===== config.mk =====
export PLATFORM = sky130hd
export DESIGN_NAME = if_id_stage
export DESIGN_NICKNAME = d
export VERILOG_FILES = /design/src/rtl/core_pkg.sv /design/src/rtl/skid_buffer2.sv /design/src/rtl/if_id_stage.sv
export SDC_FILE = /design/constraint.sdc
export NUM_CORES = 1
export LEC_CHECK = 0
export CAP_MARGIN = 20
export CORE_UTILIZATION = 35
export CTS_BUF_LIST = sky130_fd_sc_hd__clkbuf_16
export CTS_CLUSTER_DIAMETER = 200
export CTS_CLUSTER_SIZE = 14
export DETAILED_ROUTE_END_ITERATION = 6
export SLEW_MARGIN = 10
export SYNTH_ARGS = -nofsm -noshare
export SYNTH_HDL_FRONTEND = slang
export SYNTH_SLANG_ARGS = --single-unit

===== constraint.sdc =====
create_clock -name clk -period 2.3 [get_ports clk]
set_clock_uncertainty 0.2 [all_clocks]
set_input_delay 0.46 -clock clk [delete_from_list [all_inputs] [get_ports clk]]
set_output_delay 0.46 -clock clk [all_outputs]
set_load 0.05 [all_outputs]

===== src/rtl/core_pkg.sv =====
// core_pkg: definitions shared by the pipeline registers of the 5-stage core.
//   XLEN        width of pc and instruction words
//   NOP_INSTR   addi x0,x0,0, shown to decode when no real word is held
//   CNT_W       default width of performance counters
//   fetch_word_t {valid, pc, instr}, the word passed between pipeline stages
//   buf_state_e  occupancy of a two-entry pipeline buffer
//   instr_rs1/instr_rs2/instr_rd  register-field extraction helpers
package core_pkg;

    localparam int          XLEN      = 32;
    localparam logic [31:0] NOP_INSTR = 32'h0000_0013;
    localparam int          CNT_W     = 32;

    typedef struct packed {
        logic            valid;
        logic [XLEN-1:0] pc;
        logic [31:0]     instr;
    } fetch_word_t;

    // Encoding is {main_valid, skid_valid}; 2'b01 is never reached.
    typedef enum logic [1:0] {
        BUF_EMPTY = 2'b00,
        BUF_ONE   = 2'b10,
        BUF_FULL  = 2'b11
    } buf_state_e;

    function automatic logic [4:0] instr_rs1(input logic [31:0] instr);
        return instr[19:15];
    endfunction

    function automatic logic [4:0] instr_rs2(input logic [31:0] instr);
        return instr[24:20];
    endfunction

    function automatic logic [4:0] instr_rd(input logic [31:0] instr);
        return instr[11:7];
    endfunction

endpackage


===== src/rtl/skid_buffer2.sv =====
// skid_buffer2: two-entry (main + skid) buffer with a valid/ready input side.
//   clk, rst_n     clock, asynchronous active-low reset
//   in_valid/in_pc/in_instr/in_ready   upstream handshake
//   stall          downstream is not taking the main word this cycle
//   clear          drop everything held, including a word offered this cycle
//   main_valid/main_pc/main_instr      the word at the head of the buffer
// in_ready comes straight from a flop so the upstream handshake never sees
// a combinational path from stall or clear.
module skid_buffer2
    import core_pkg::*;
#(
    parameter int          XLEN        = core_pkg::XLEN,
    parameter logic [31:0] EMPTY_INSTR = core_pkg::NOP_INSTR
) (
    input  logic            clk,
    input  logic            rst_n,
    input  logic            in_valid,
    input  logic [XLEN-1:0] in_pc,
    input  logic [31:0]     in_instr,
    output logic            in_ready,
    input  logic            stall,
    input  logic            clear,
    output logic            main_valid,
    output logic [XLEN-1:0] main_pc,
    output logic [31:0]     main_instr
);

    buf_state_e      state_q, state_d;
    logic [XLEN-1:0] main_pc_q, main_pc_d;
    logic [31:0]     main_instr_q, main_instr_d;
    logic [XLEN-1:0] skid_pc_q, skid_pc_d;
    logic [31:0]     skid_instr_q, skid_instr_d;
    logic            accept;
    logic            consume;

    assign main_valid = (state_q != BUF_EMPTY);
    assign in_ready   = (state_q != BUF_FULL);
    assign main_pc    = main_pc_q;
    assign main_instr = main_instr_q;

    assign accept  = in_valid & in_ready;
    assign consume = main_valid & ~stall;

    always_comb begin
        state_d      = state_q;
        main_pc_d    = main_pc_q;
        main_instr_d = main_instr_q;
        skid_pc_d    = skid_pc_q;
        skid_instr_d = skid_instr_q;

        if (clear) begin
            // pc is left alone so the last decode pc stays visible for debug.
            state_d      = BUF_EMPTY;
            main_instr_d = EMPTY_INSTR;
            skid_instr_d = EMPTY_INSTR;
        end else begin
            unique case (state_q)
                BUF_EMPTY: begin
                    if (accept) begin
                        state_d      = BUF_ONE;
                        main_pc_d    = in_pc;
                        main_instr_d = in_instr;
                    end
                end
                BUF_ONE: begin
                    if (consume && accept) begin
                        main_pc_d    = in_pc;
                        main_instr_d = in_instr;
                    end else if (consume) begin
                        state_d      = BUF_EMPTY;
                        main_instr_d = EMPTY_INSTR;
                    end else if (accept) begin
                        state_d      = BUF_FULL;
                        skid_pc_d    = in_pc;
                        skid_instr_d = in_instr;
                    end
                end
                BUF_FULL: begin
                    if (consume) begin
                        state_d      = BUF_ONE;
                        main_pc_d    = skid_pc_q;
                        main_instr_d = skid_instr_q;
                        skid_instr_d = EMPTY_INSTR;
                    end
                end
                default: begin
                    state_d      = BUF_EMPTY;
                    main_instr_d = EMPTY_INSTR;
                    skid_instr_d = EMPTY_INSTR;
                end
            endcase
        end
    end

    always_ff @(posedge clk or negedge rst_n) begin
        if (!rst_n) begin
            state_q      <= BUF_EMPTY;
            main_pc_q    <= '0;
            main_instr_q <= EMPTY_INSTR;
            skid_pc_q    <= '0;
            skid_instr_q <= EMPTY_INSTR;
        end else begin
            state_q      <= state_d;
            main_pc_q    <= main_pc_d;
            main_instr_q <= main_instr_d;
            skid_pc_q    <= skid_pc_d;
            skid_instr_q <= skid_instr_d;
        end
    end

endmodule


===== src/rtl/if_id_stage.sv =====
// if_id_stage: fetch-to-decode pipeline register.
//   clk, rst_n                     clock, asynchronous active-low reset
//   fetch_valid/fetch_pc/fetch_instr/fetch_ready   word from fetch
//   id_stall                       hazard unit holds decode
//   flush                          taken branch/jump, squash all held words
//   id_valid/id_pc/id_instr        decode word (NOP when not valid)
//   id_rs1/id_rs2/id_rd            register fields of id_instr
//   stall_cnt                      saturating count of stalled valid cycles
module if_id_stage
    import core_pkg::*;
#(
    parameter int          XLEN      = core_pkg::XLEN,
    parameter logic [31:0] NOP_INSTR = core_pkg::NOP_INSTR,
    parameter int          CNT_W     = core_pkg::CNT_W
) (
    input  logic             clk,
    input  logic             rst_n,
    input  logic             fetch_valid,
    input  logic [XLEN-1:0]  fetch_pc,
    input  logic [31:0]      fetch_instr,
    output logic             fetch_ready,
    input  logic             id_stall,
    input  logic             flush,
    output logic             id_valid,
    output logic [XLEN-1:0]  id_pc,
    output logic [31:0]      id_instr,
    output logic [4:0]       id_rs1,
    output logic [4:0]       id_rs2,
    output logic [4:0]       id_rd,
    output logic [CNT_W-1:0] stall_cnt
);

    logic             main_valid;
    logic [31:0]      main_instr;
    logic [CNT_W-1:0] stall_cnt_q, stall_cnt_d;

    skid_buffer2 #(
        .XLEN        (XLEN),
        .EMPTY_INSTR (NOP_INSTR)
    ) u_buf (
        .clk        (clk),
        .rst_n      (rst_n),
        .in_valid   (fetch_valid),
        .in_pc      (fetch_pc),
        .in_instr   (fetch_instr),
        .in_ready   (fetch_ready),
        .stall      (id_stall),
        .clear      (flush),
        .main_valid (main_valid),
        .main_pc    (id_pc),
        .main_instr (main_instr)
    );

    // The buffer already stores NOP when empty; the mux keeps the guarantee
    // local so decode can never see a stale instruction.
    assign id_valid  = main_valid;
    assign id_instr  = main_valid ? main_instr : NOP_INSTR;
    assign id_rs1    = instr_rs1(id_instr);
    assign id_rs2    = instr_rs2(id_instr);
    assign id_rd     = instr_rd(id_instr);
    assign stall_cnt = stall_cnt_q;

    // A flushed cycle is not a real stall, and the counter never wraps.
    always_comb begin
        stall_cnt_d = stall_cnt_q;
        if (main_valid && id_stall && !flush && (stall_cnt_q != {CNT_W{1'b1}})) begin
            stall_cnt_d = stall_cnt_q + 1'b1;
        end
    end

    always_ff @(posedge clk or negedge rst_n) begin
        if (!rst_n) begin
            stall_cnt_q <= '0;
        end else begin
            stall_cnt_q <= stall_cnt_d;
        end
    end

endmodule


==> results.json <==
{
  "status": "complete, but fails checks",
  "failed_checks": "setup timing",
  "max_freq_mhz": 432.4,
  "p_leak_uw": 0.005043,
  "root_buffer": "clkbuf_16",
  "cts_max_level": 4,
  "ir_drop_uv": 767.1,
  "synth_edf_count": 0,
  "setup_viol": 11,
  "relSlewSlack_pct": 50.18,
  "finalNonFillerCells": 1225,
  "clkTransAtPathRegs_ns": 0.07,
  "antenna_cells": 0,
  "criticalPathCategory": "flip-flop to primary output",
  "setup_tns_ns": -0.07957,
  "grt_pass1_wl_um": 30950,
  "required_ns": 1.64,
  "routedWlPerCell_um": 15.72,
  "crit_cells": 6,
  "cp_slowest_stage_delay_ns": 0.36,
  "fp.dieArea_sq_mm": 0.02191,
  "clock_sinks": 162,
  "drc_errors": 0,
  "layout-drive-gt1-share_pct": 30.63,
  "hold_depth": 2,
  "cp_top_family": "buffers and inverters",
  "nets": 1012,
  "ys_dominant_reg_cell": "dfrtp_1",
  "cpMaxStageDelayCell": "dfrtp_1",
  "core_sq_mm": 0.02096,
  "worstPathMaxFanout": 9,
  "start_kind": "flip-flop",
  "cts_tree": "done",
  "synth-seq-area-share_pct": 54.42,
  "syn_to_final_growth_pct": 50.59,
  "start_util_pct": 35.62,
  "clkLatencyLatePin_ns": 0.43,
  "ys_types": 41,
  "grt_usage_pct": 18.08,
  "hold_path_class": "flip-flop to flip-flop",
  "fp.dieH_um": 148.0,
  "clock_tree.buffer_depth": 2,
  "finalHoldViolCount": 0,
  "ys_warn_count": 0,
  "comb_power_share_pct": 48.5,
  "place_congestion": 0.7933,
  "maxCapViolations": 0,
  "synthArstFlopShare_pct": 100.0,
  "drtAntennaViolNets": 0,
  "layout_commonest_cell": "dfrtp_1",
  "via_per_inst": 4.881,
  "synth_area_per_cell_sq_um": 10.28,
  "grt_pass1_vias": 5877,
  "dieWidth_um": 148.0,
  "cp.arrival_ns": 1.65,
  "drtPass1Iterations": 4,
  "tightest_slew_ns": 0.7473,
  "path_buf_inv": 4,
  "grt-ovfl-total": 0,
  "min_period_over_period_pct": 100.6,
  "synth-seq-cells": 162,
  "cts_made_buffers": 17,
  "hold_slack_ns": 0.2639,
  "p_seq_share_pct": 31.3,
  "power_density_mw_per_mm2": 1228,
  "drv_slew": 0,
  "dp_cells": 1177,
  "pin_count": 182,
  "syn_area_sq_mm": 0.007463,
  "final_cell_mix": "144 x dfrtp_1, 141 x nand2_1, 83 x clkdlybuf4s50_1",
  "pwr-share-clk_pct": 20.2,
  "row_count": 53,
  "rsz0062_at_grt": "true",
  "initialDrtViolationCount": 237,
  "switching_power_uw": 5733,
  "antenna_found_initial": 0,
  "dp_hpwl_um": 12610,
  "io_buffers": 181,
  "layout_setup_ws_ns": -0.01281,
  "fin_crit_ns": 2.313,
  "path_cells": "inv_2, ha_4, buf_6, buf_12, nor2b_4, buf_8",
  "end_kind": "primary output",
  "syn_nets": 801,
  "grt_max_degree": 65,
  "p_int_uw": 8070,
  "vias": 5979,
  "utilization_pct": 53.64,
  "synthCells": 726,
  "wl_um": 19250,
  "reg2reg_depth": 9,
  "switching_share_pct": 41.54
}
## final cells by class
cell class | count | area [sq um]
fill | 1897 | 9716
sequential | 162 | 4076
multi-input combinational | 499 | 3531
timing repair buffer | 248 | 2681
clock buffer | 17 | 425.4
tap | 275 | 344.1
clock inverter | 15 | 147.6
inverter | 9 | 33.78
## stage by stage
stage | total power (uW) | setup slack [ns] | area (sq um)
after floorplan | 8317 | -0.07293 | 7776
after global placement | 10320 | -0.2608 | 10060
after detailed placement | 10410 | -0.2875 | 10060
after CTS | 13620 | -0.03671 | 10880
after global routing | 14590 | -0.1090 | 11240
final | 13800 | -0.01281 | 11240
## power by group through the flow
| stage | Combinational, uW | Clock [uW] | Sequential (uW) |
|---|---|---|---|
| after floorplan | 2940 | 0 | 5370 |
| after global placement | 5980 | 0 | 4340 |
| after detailed placement | 6040 | 0 | 4360 |
| after CTS | 6420 | 2870 | 4330 |
| after global routing | 7150 | 2990 | 4440 |
| final | 6690 | 2790 | 4320 |
## tightest hold or removal path, delay by kind of cell, from the launching register on
kind            cells  cell delay (ns)
compound gates      1             0.05
flops               1             0.37
buf+inv             1             0.04
## Yosys cell counts, types with 9 or more instances
master / count / area share [%]
buf_4: 15 / 1.5
o21ai_0: 93 / 6.2
nor2b_1: 31 / 2.6
nand3_1: 10 / 0.67
clkbuf_1: 40 / 2.0
mux2i_1: 33 / 4.4
xnor2_1: 20 / 2.3
dfrtp_1: 156 / 52
nor2_1: 15 / 0.75
inv_1: 9 / 0.45
mux2_2: 34 / 5.1
a22oi_1: 30 / 3.0
nand2_1: 142 / 7.1
nor3_1: 10 / 0.67
nand4_1: 14 / 1.2
## flip-flops by register name (all words and copies together), names as in the netlist
signal	flops
stall_cnt	32
u_buf.main_instr	32
u_buf.main_pc	32
u_buf.skid_instr_q	32
u_buf.skid_pc_q	32
u_buf.state_q	2
## kinds of logic after synthesis
family / after synthesis / share of synthesized area, %
AND/OR/NAND/NOR: 249 / 15.83
flip-flops: 162 / 54.42
AO/OA/AOI/OAI: 148 / 11.72
multiplexers: 68 / 9.707
buffers and inverters: 65 / 4.040
XOR/XNOR: 28 / 3.286
adder cells (fa/ha/maj): 6 / 1.006
## metal layers
metal	vias to the layer above	routed length, um	GRT usage [%]
met5	-	0	0
met4	0	272	5.619
met3	17	1424	5.988
met2	160	8996	28.64
met1	2876	8558	23.31
li1	2926	-	-
## path summary, 6_finish.rpt
path	start	end	slack [ns]
worst min-delay path	u_buf.skid_instr_q[0]	u_buf.skid_instr_q[0]	0.26
worst max register to register	u_buf.state_q[1]	u_buf.main_instr[28]	-0.01
worst min register to register	u_buf.skid_instr_q[0]	u_buf.skid_instr_q[0]	0.26
worst max-delay path	u_buf.state_q[1]	id_rs2[1]	-0.01
max in group asynchronous	rst_n	stall_cnt[17]	0.94
min in group asynchronous	rst_n	u_buf.skid_instr_q[29]	0.35
## what timing repair did
action / in CTS / in global routing
setup endpoints to repair: 81 / 160
cloned: 1 / 3
pin swaps: 2 / 28
resized for setup: 92 / 100
hold buffers: 1 / 0
buffers inserted: 8 / 5
endpoints found under the hold margin: 37 / 0
Note: power is estimated with default switching activity, not from simulation.
